--- src/rtl/multiword_sub_seq.sv ---
// ---------------------------------------------------------------------------
// multiword_sub_seq
//   Computes a wide subtraction diff = a - bsub - b_in (mod 2^(N*WORDS)) by
//   time-sharing a single N-bit binarySubtractor, one word per clock, least
//   significant word first. The borrow between words is held in a register.
//   A start/busy/done handshake fronts the datapath.
//
// Ports
//   clk       in   1  rising-edge clock
//   rst_n     in   1  asynchronous active-low reset
//   start     in   1  request, sampled in IDLE or DONE
//   abort     in   1  cancel, sampled in RUN only (wins over start)
//   a         in   W  minuend
//   bsub      in   W  subtrahend
//   b_in      in   1  borrow into the least significant word
//   busy      out  1  high while a word-serial operation is running
//   done      out  1  one-cycle pulse, result outputs refreshed in that cycle
//   diff      out  W  result, held between completions
//   borrow    out  1  final borrow-out (a < bsub + b_in, unsigned)
//   overflow  out  1  signed overflow of the full-width result
//   zero      out  1  diff == 0
//
// Also contains binarySubtractor (the shared word datapath) and
// multiword_sub_seq_chk (protocol assertions on the handshake outputs).
// ---------------------------------------------------------------------------

// ---------------------------------------------------------------------------
// binarySubtractor
//   Combinational N-bit subtract with borrow: z = x - y - bIn.
// Ports
//   x, y  in  N  operands
//   bIn   in  1  borrow in
//   z     out N  difference
//   b     out 1  borrow out
//   v     out 1  signed overflow
// ---------------------------------------------------------------------------
module binarySubtractor #(
    parameter int N = 8
) (
    input  logic [N-1:0] x,
    input  logic [N-1:0] y,
    input  logic         bIn,
    output logic [N-1:0] z,
    output logic         b,
    output logic         v
);

    logic [N:0] fullDiff_s;

    // One extra bit catches the borrow: a negative result wraps into bit N.
    assign fullDiff_s = {1'b0, x} - {1'b0, y} - {{N{1'b0}}, bIn};
    assign z          = fullDiff_s[N-1:0];
    assign b          = fullDiff_s[N];
    // Overflow when operand signs differ and the result sign differs from x.
    assign v          = (x[N-1] ^ y[N-1]) & (x[N-1] ^ fullDiff_s[N-1]);

endmodule

// ---------------------------------------------------------------------------
// multiword_sub_seq_chk
//   Handshake invariants of multiword_sub_seq.
// Ports
//   clk, rst_n  in  1  clock and reset of the checked block
//   busy, done  in  1  handshake outputs of the checked block
// ---------------------------------------------------------------------------
module multiword_sub_seq_chk (
    input logic clk,
    input logic rst_n,
    input logic busy,
    input logic done
);

    // busy and done are never high together.
    aBusyDoneExclusive: assert property (@(posedge clk) disable iff (!rst_n)
        !(busy && done));

    // done is a single-cycle pulse.
    aDonePulse: assert property (@(posedge clk) disable iff (!rst_n)
        done |=> !done);

    // done only ever follows a running operation.
    aDoneAfterBusy: assert property (@(posedge clk) disable iff (!rst_n)
        done |-> $past(busy));

endmodule

// ---------------------------------------------------------------------------
// multiword_sub_seq (top)
// ---------------------------------------------------------------------------
module multiword_sub_seq #(
    parameter int N     = 8,
    parameter int WORDS = 4
) (
    input  logic                 clk,
    input  logic                 rst_n,
    input  logic                 start,
    input  logic                 abort,
    input  logic [N*WORDS-1:0]   a,
    input  logic [N*WORDS-1:0]   bsub,
    input  logic                 b_in,
    output logic                 busy,
    output logic                 done,
    output logic [N*WORDS-1:0]   diff,
    output logic                 borrow,
    output logic                 overflow,
    output logic                 zero
);

    localparam int W     = N * WORDS;
    localparam int IDX_W = (WORDS > 1) ? $clog2(WORDS) : 1;

    typedef enum logic [1:0] {
        IDLE = 2'd0,
        RUN  = 2'd1,
        DONE = 2'd2
    } state_t;

    state_t                      state_r;
    // Operands and partial results are kept as word arrays so the active
    // word can be picked with the index directly.
    logic [WORDS-1:0][N-1:0]     opA_r;
    logic [WORDS-1:0][N-1:0]     opB_r;
    logic [WORDS-1:0][N-1:0]     work_r;
    logic [WORDS-1:0][N-1:0]     resFull_s;
    logic [IDX_W-1:0]            idx_r;
    logic                        chain_r;
    logic [W-1:0]                diff_r;
    logic                        busy_r;
    logic                        done_r;
    logic                        borrow_r;
    logic                        overflow_r;
    logic                        zero_r;

    logic [N-1:0]                subX_s;
    logic [N-1:0]                subY_s;
    logic [N-1:0]                subZ_s;
    logic                        subB_s;
    logic                        subV_s;
    logic                        lastWord_s;

    // Word selection for the shared subtractor and the assembled final result.
    always_comb begin
        subX_s     = opA_r[idx_r];
        subY_s     = opB_r[idx_r];
        lastWord_s = (idx_r == IDX_W'(WORDS - 1));
        // Lower words come from earlier cycles; the top word is this cycle's z.
        resFull_s            = work_r;
        resFull_s[WORDS-1]   = subZ_s;
    end

    binarySubtractor #(
        .N (N)
    ) uSub (
        .x   (subX_s),
        .y   (subY_s),
        .bIn (chain_r),
        .z   (subZ_s),
        .b   (subB_s),
        .v   (subV_s)
    );

    // Sequencer FSM with the operand, chain, work and result registers.
    always_ff @(posedge clk or negedge rst_n) begin
        if (!rst_n) begin
            state_r    <= IDLE;
            opA_r      <= {W{1'b0}};
            opB_r      <= {W{1'b0}};
            work_r     <= {W{1'b0}};
            idx_r      <= {IDX_W{1'b0}};
            chain_r    <= 1'b0;
            diff_r     <= {W{1'b0}};
            busy_r     <= 1'b0;
            done_r     <= 1'b0;
            borrow_r   <= 1'b0;
            overflow_r <= 1'b0;
            zero_r     <= 1'b0;
        end else begin
            case (state_r)
                IDLE, DONE: begin
                    done_r <= 1'b0;
                    if (start) begin
                        // Snapshot the inputs; later input changes are ignored.
                        opA_r   <= a;
                        opB_r   <= bsub;
                        chain_r <= b_in;
                        idx_r   <= {IDX_W{1'b0}};
                        busy_r  <= 1'b1;
                        state_r <= RUN;
                    end else begin
                        busy_r  <= 1'b0;
                        state_r <= IDLE;
                    end
                end
                RUN: begin
                    if (abort) begin
                        // Results keep the values of the last completion.
                        idx_r   <= {IDX_W{1'b0}};
                        busy_r  <= 1'b0;
                        done_r  <= 1'b0;
                        state_r <= IDLE;
                    end else begin
                        work_r[idx_r] <= subZ_s;
                        chain_r       <= subB_s;
                        if (lastWord_s) begin
                            diff_r     <= resFull_s;
                            borrow_r   <= subB_s;
                            overflow_r <= subV_s;
                            zero_r     <= (resFull_s == {W{1'b0}});
                            idx_r      <= {IDX_W{1'b0}};
                            busy_r     <= 1'b0;
                            done_r     <= 1'b1;
                            state_r    <= DONE;
                        end else begin
                            idx_r <= idx_r + IDX_W'(1);
                        end
                    end
                end
                default: begin
                    idx_r   <= {IDX_W{1'b0}};
                    busy_r  <= 1'b0;
                    done_r  <= 1'b0;
                    state_r <= IDLE;
                end
            endcase
        end
    end

    assign busy     = busy_r;
    assign done     = done_r;
    assign diff     = diff_r;
    assign borrow   = borrow_r;
    assign overflow = overflow_r;
    assign zero     = zero_r;

    multiword_sub_seq_chk uChk (
        .clk   (clk),
        .rst_n (rst_n),
        .busy  (busy_r),
        .done  (done_r)
    );

endmodule

--- config.mk ---
export PLATFORM = sky130hd
export DESIGN_NAME = multiword_sub_seq
export DESIGN_NICKNAME = d
export VERILOG_FILES = /design/src/rtl/multiword_sub_seq.sv
export SDC_FILE = /design/constraint.sdc
export NUM_CORES = 1
export LEC_CHECK = 0
export ABC_AREA = 1
export BUFFER_PORTS_ARGS = -buffer_cell sky130_fd_sc_hd__buf_2
export CAP_MARGIN = 30
export CORE_ASPECT_RATIO = 1.1
export CORE_MARGIN = 2
export CORE_UTILIZATION = 51
export CTS_CLUSTER_SIZE = 12
export DETAILED_ROUTE_END_ITERATION = 10
export GPL_TIMING_DRIVEN = 1
export PLACE_DENSITY = 0.88
export SLEW_MARGIN = 20
export SYNTH_ARGS = -nofsm -noshare
export SYNTH_HDL_FRONTEND = slang
export SYNTH_HIERARCHICAL = 1
export SYNTH_SLANG_ARGS = --single-unit
--- constraint.sdc ---
create_clock -name clk -period 2.7 [get_ports clk]
set_input_delay 0.81 -clock clk [delete_from_list [all_inputs] [get_ports clk]]
set_output_delay 0.81 -clock clk [all_outputs]
set_load 0.01 [all_outputs]
==> impl_table.tex <==
\begin{tabular}{lr}
\hline
Metric & Value \\
\hline
\multicolumn{2}{l}{\textbf{Final layout}} \\
Area Overhead vs Synth & 27.4\% \\
Multi-input logic area & 0.00258 sq mm \\
Sequential standard cell area & 0.00323 sq mm \\
Layout fillers & 846 \\
Proportion of layout cells with a drive suffix above 1 & 0.391 \\
\# nets final & 823 \\
Diode insertion count for antenna repair & 0 \\
\multicolumn{2}{l}{\textbf{Setup path}} \\
Critical Path Max Stage Delay & 0.47 ns \\
Critical Path Sink Type & flip-flop \\
Startpoint class of the critical path & flip-flop \\
Worst setup slack for register-to-register paths & -0.08 ns \\
Standard cell with the maximum stage delay on the critical path & sky130\_fd\_sc\_hd\_\_dfrtp\_2 \\
Depth of the worst register-to-register path & 19 \\
Reg2reg end & zero \\
Cell seen most often among critical-path stages & sky130\_fd\_sc\_hd\_\_inv\_1 \\
List of cells traversed by the critical path & clkinv\_4, buf\_2, nor2\_1, o22ai\_1, inv\_1, ha\_1, inv\_1, ha\_4, nand2\_2, inv\_1, a21oi\_4, nand3\_1, nand2\_1, inv\_1, nor2\_1, nand2\_1, nor2\_1, nand2\_1, o21bai\_1 \\
Worst Path Max Fanout & 8 \\
Beginning of the worst register-to-register path & idx\_r[0] \\
Arrival time reported for the critical path endpoint & 3.12 ns \\
Classification of the worst setup path & flip-flop to flip-flop \\
Data required time at the worst endpoint & between 3 and 4 ns \\
\multicolumn{2}{l}{\textbf{Detailed routing}} \\
Average wire per standard cell & 17.1 um \\
Initial DRC Count & 304 \\
Routed via count divided by cell count & 5.39 \\
Post-route DRC violation count & 0 \\
First drt pass iteration count & 5 \\
Total routed wirelength & 15.3 mm \\
Detail Route Antenna Nets & 0 \\
DR vias & 4,834 \\
\multicolumn{2}{l}{\textbf{CTS}} \\
Worst-case clock buffer depth & 2 \\
Clock buffer count from CTS & 17 \\
CTS sink cnt & 129 \\
CTS clk-pin slew, worst paths & 0.06 ns \\
Number of H-tree levels & 4 \\
Insertion delay of the later-clocked pin in the worst-skew pair & 0.41 ns \\
TritonCTS clock tree & yes \\
CTS Root Buffer Type & sky130\_fd\_sc\_hd\_\_clkbuf\_16 \\
\multicolumn{2}{l}{\textbf{Run status}} \\
Run status & finished, violations left \\
Failing checks & setup timing \\
\multicolumn{2}{l}{\textbf{Timing}} \\
Number of setup violations in the final report & 5 \\
Final Max Slew Viols & 0 \\
Worst-case clock skew & 0.00658 ns \\
Hold Slack & 0.284 ns \\
Setup WS post-layout & -0.0842 ns \\
Final hold vios & 0 \\
Final worst-path cycle share & 1.03 \\
RSZ-0062 raised after global routing & true \\
Upper clock frequency limit & 0.359 GHz \\
Headroom to the max-slew limit & 0.711 \\
Final Critical Period & 2.78 ns \\
Slew of the pin with the lowest slew margin & 0.434 ns \\
\multicolumn{2}{l}{\textbf{Global route}} \\
Global Route Usage Sum & 0.246 \\
Overall overflow remaining after global route & 0 \\
Antenna violations before repair & 0 \\
Global-route wire length before repair & 24.4 mm \\
Via count of the first global-routing pass & 4,978 \\
Pin count of the biggest net entering global routing & 69 \\
\multicolumn{2}{l}{\textbf{Synth}} \\
Number of unique standard cell types used by synthesis & 29 \\
Post-Synthesis Net Count & 690 \\
Proportion of synthesized chip area in sequential cells & 0.537 \\
Cell count after synthesis & 601 \\
Yosys warns & 6 \\
Synthesized area per cell & 10.0 sq um \\
Total standard cell area after synthesis & 0.00601 sq mm \\
Flop and latch count out of synthesis & 129 \\
\multicolumn{2}{l}{\textbf{Floorplan}} \\
Initial cell density of the core & 0.523 \\
Total Die Area & 0.0127 sq mm \\
Width of the die & 108 um \\
Core Area & 0.0115 sq mm \\
Number of standard-cell rows in the floorplan & between 40 and 50 \\
Die boundary height & 118 um \\
Count of boundary I/O pins & 106 \\
\multicolumn{2}{l}{\textbf{Placement}} \\
Buffers on Ports & approximately 110 \\
Gpl congestion & 0.872 \\
Detailed placement HPWL & around 10 mm \\
Worst slack at placement & -0.0510 ns \\
\multicolumn{2}{l}{\textbf{Run}} \\
Number of max-cap violations & 0 \\
\multicolumn{2}{l}{\textbf{Pwr}} \\
Max rail drop VDD & 594 uV \\
P\_leak & 0.00387 uW \\
PD cells & 1200 mW/mm\^{}2 \\
\multicolumn{2}{l}{\textbf{Hold path}} \\
Classification of the worst-slack hold path & input pin to async pin \\
\hline
\end{tabular}
==> cells in the mapped netlist <==
master | instances | share of area
sky130_fd_sc_hd__dfrtp_1 | 129 | 0.54
sky130_fd_sc_hd__buf_6 | 9 | 0.017
sky130_fd_sc_hd__a21oi_4 | 1 | 0.0027
sky130_fd_sc_hd__mux2_2 | 64 | 0.12
sky130_fd_sc_hd__nor2_4 | 1 | 0.0019
sky130_fd_sc_hd__a21oi_1 | 2 | 0.0017
sky130_fd_sc_hd__or2_2 | 1 | 0.0010
sky130_fd_sc_hd__nand2_2 | 8 | 0.0083
sky130_fd_sc_hd__a31oi_1 | 2 | 0.0021
sky130_fd_sc_hd__o22ai_1 | 16 | 0.017
sky130_fd_sc_hd__inv_1 | 46 | 0.029
sky130_fd_sc_hd__nor3_2 | 1 | 0.0017
sky130_fd_sc_hd__nand3b_1 | 1 | 0.0012
sky130_fd_sc_hd__clkbuf_1 | 5 | 0.0031
sky130_fd_sc_hd__nand3_1 | 9 | 0.0075
sky130_fd_sc_hd__ha_1 | 18 | 0.037
sky130_fd_sc_hd__o21ai_1 | 36 | 0.030
sky130_fd_sc_hd__nor2_1 | 56 | 0.035
sky130_fd_sc_hd__o21bai_1 | 4 | 0.0050
sky130_fd_sc_hd__buf_4 | 1 | 0.0012
sky130_fd_sc_hd__nand2_1 | 134 | 0.084
sky130_fd_sc_hd__xor2_1 | 4 | 0.0058
sky130_fd_sc_hd__o21ai_0 | 36 | 0.030
sky130_fd_sc_hd__inv_4 | 1 | 0.0010
sky130_fd_sc_hd__nor2_8 | 1 | 0.0033
sky130_fd_sc_hd__inv_2 | 3 | 0.0019
sky130_fd_sc_hd__nor2_2 | 1 | 0.0010
sky130_fd_sc_hd__fa_1 | 2 | 0.0067
sky130_fd_sc_hd__buf_2 | 9 | 0.0075
==> sequential cells by signal (all words and copies together) (netlist names), 2 cells and up <==
| register | cells |
|---|---|
| opA_r | 32 |
| diff | 32 |
| idx_r | 2 |
| opB_r | 32 |
| resFull_s | 24 |
==> cell families (layout without fill, tap and decap cells) <==
family	after synthesis	in the layout	share of synthesized area
and+or+nand+nor	213	213	0.145
DFF	129	129	0.537
AOI/OAI and AO/OA	97	97	0.0881
buffers and inverters	74	220	0.0604
muxes	64	64	0.120
adders and majority gates	20	20	0.0441
xor gates and xnor gates	4	4	0.00583
==> cells in the final DEF, fill, tap and decap left out, types with 11 or more instances in the layout <==
| master | count |
|---|---|
| sky130_fd_sc_hd__nand2_1 | 131 |
| sky130_fd_sc_hd__dfrtp_1 | 127 |
| sky130_fd_sc_hd__buf_2 | 105 |
| sky130_fd_sc_hd__mux2_2 | 64 |
| sky130_fd_sc_hd__nor2_1 | 53 |
| sky130_fd_sc_hd__o21ai_1 | 43 |
| sky130_fd_sc_hd__inv_1 | 38 |
| sky130_fd_sc_hd__buf_4 | 24 |
| sky130_fd_sc_hd__o21ai_0 | 20 |
| sky130_fd_sc_hd__clkbuf_16 | 17 |
| sky130_fd_sc_hd__o22ai_1 | 12 |
| sky130_fd_sc_hd__ha_1 | 12 |
| sky130_fd_sc_hd__nand2_2 | 11 |
==> metrics by stage <==
step | utilization | setup TNS (ns) | area, sq um | std cells | power, uW
4_1_cts | 0.652 | -0.0186 | 7490 | 892 | 8720
6_report | 0.666 | -0.181 | 7660 | 897 | 9180
5_1_grt | 0.666 | -2.06 | 7660 | 897 | 9740
3_3_place_gp | 0.590 | 0 | 6780 | 856 | 6020
3_5_place_dp | 0.590 | -0.205 | 6780 | 856 | 6160
2_1_floorplan | - | 0 | 6040 | 601 | 4960
==> worst max-delay path by stage <==
stage                  start    to  slack, ns  cells past startpoint
floorplan           idx_r[0]  zero      0.008                     17
global placement    idx_r[0]  zero       0.04                     16
detailed placement  idx_r[0]  zero      -0.05                     17
CTS                 idx_r[0]  zero      -0.02                     16
global route        idx_r[0]  zero      -0.23                     19
finish              idx_r[0]  zero      -0.08                     19
==> layout make-up <==
cell class              instances  share of cell area
clock buffers                  18              0.0573
clock inverters                14              0.0234
inverters                      50              0.0261
multi-input cells             398               0.338
flip-flops and latches        129               0.422
well taps                     150              0.0245
repair buffers                138               0.109
==> where the power goes <==
part           total [uW]  switching [uW]  internal [uW]  leakage, uW
registers            2820             366           2450      0.00161
clock network        2370             883           1490     0.000294
logic                3990            2350           1650      0.00197
==> critical path: cells and delay by family (launching register included) <==
kind | cells | cell delay, ns
AO/OA/AOI/OAI | 3 | 0.51
adder cells (fa/ha/maj) | 2 | 0.51
buffers and inverters | 6 | 0.59
flip-flops | 1 | 0.47
AND/OR/NAND/NOR | 8 | 0.63
==> what timing repair did <==
item                                    CTS  global route
endpoints found under the setup margin   12            24
pin swaps                                 9            20
buffers inserted                          3             5
hold buffers                              0             0
cloned                                    1             0
gates resized for setup                  19            43
==> metal layers <==
layer  up-vias  routed length, um  GRT usage
li1       2233                  -          -
met1      2373               6090      0.304
met2       193               7870      0.414
met3        35                929     0.0587
met4         0                403     0.0986
met5         -                  0          0
(Power assumes the default switching activity.)
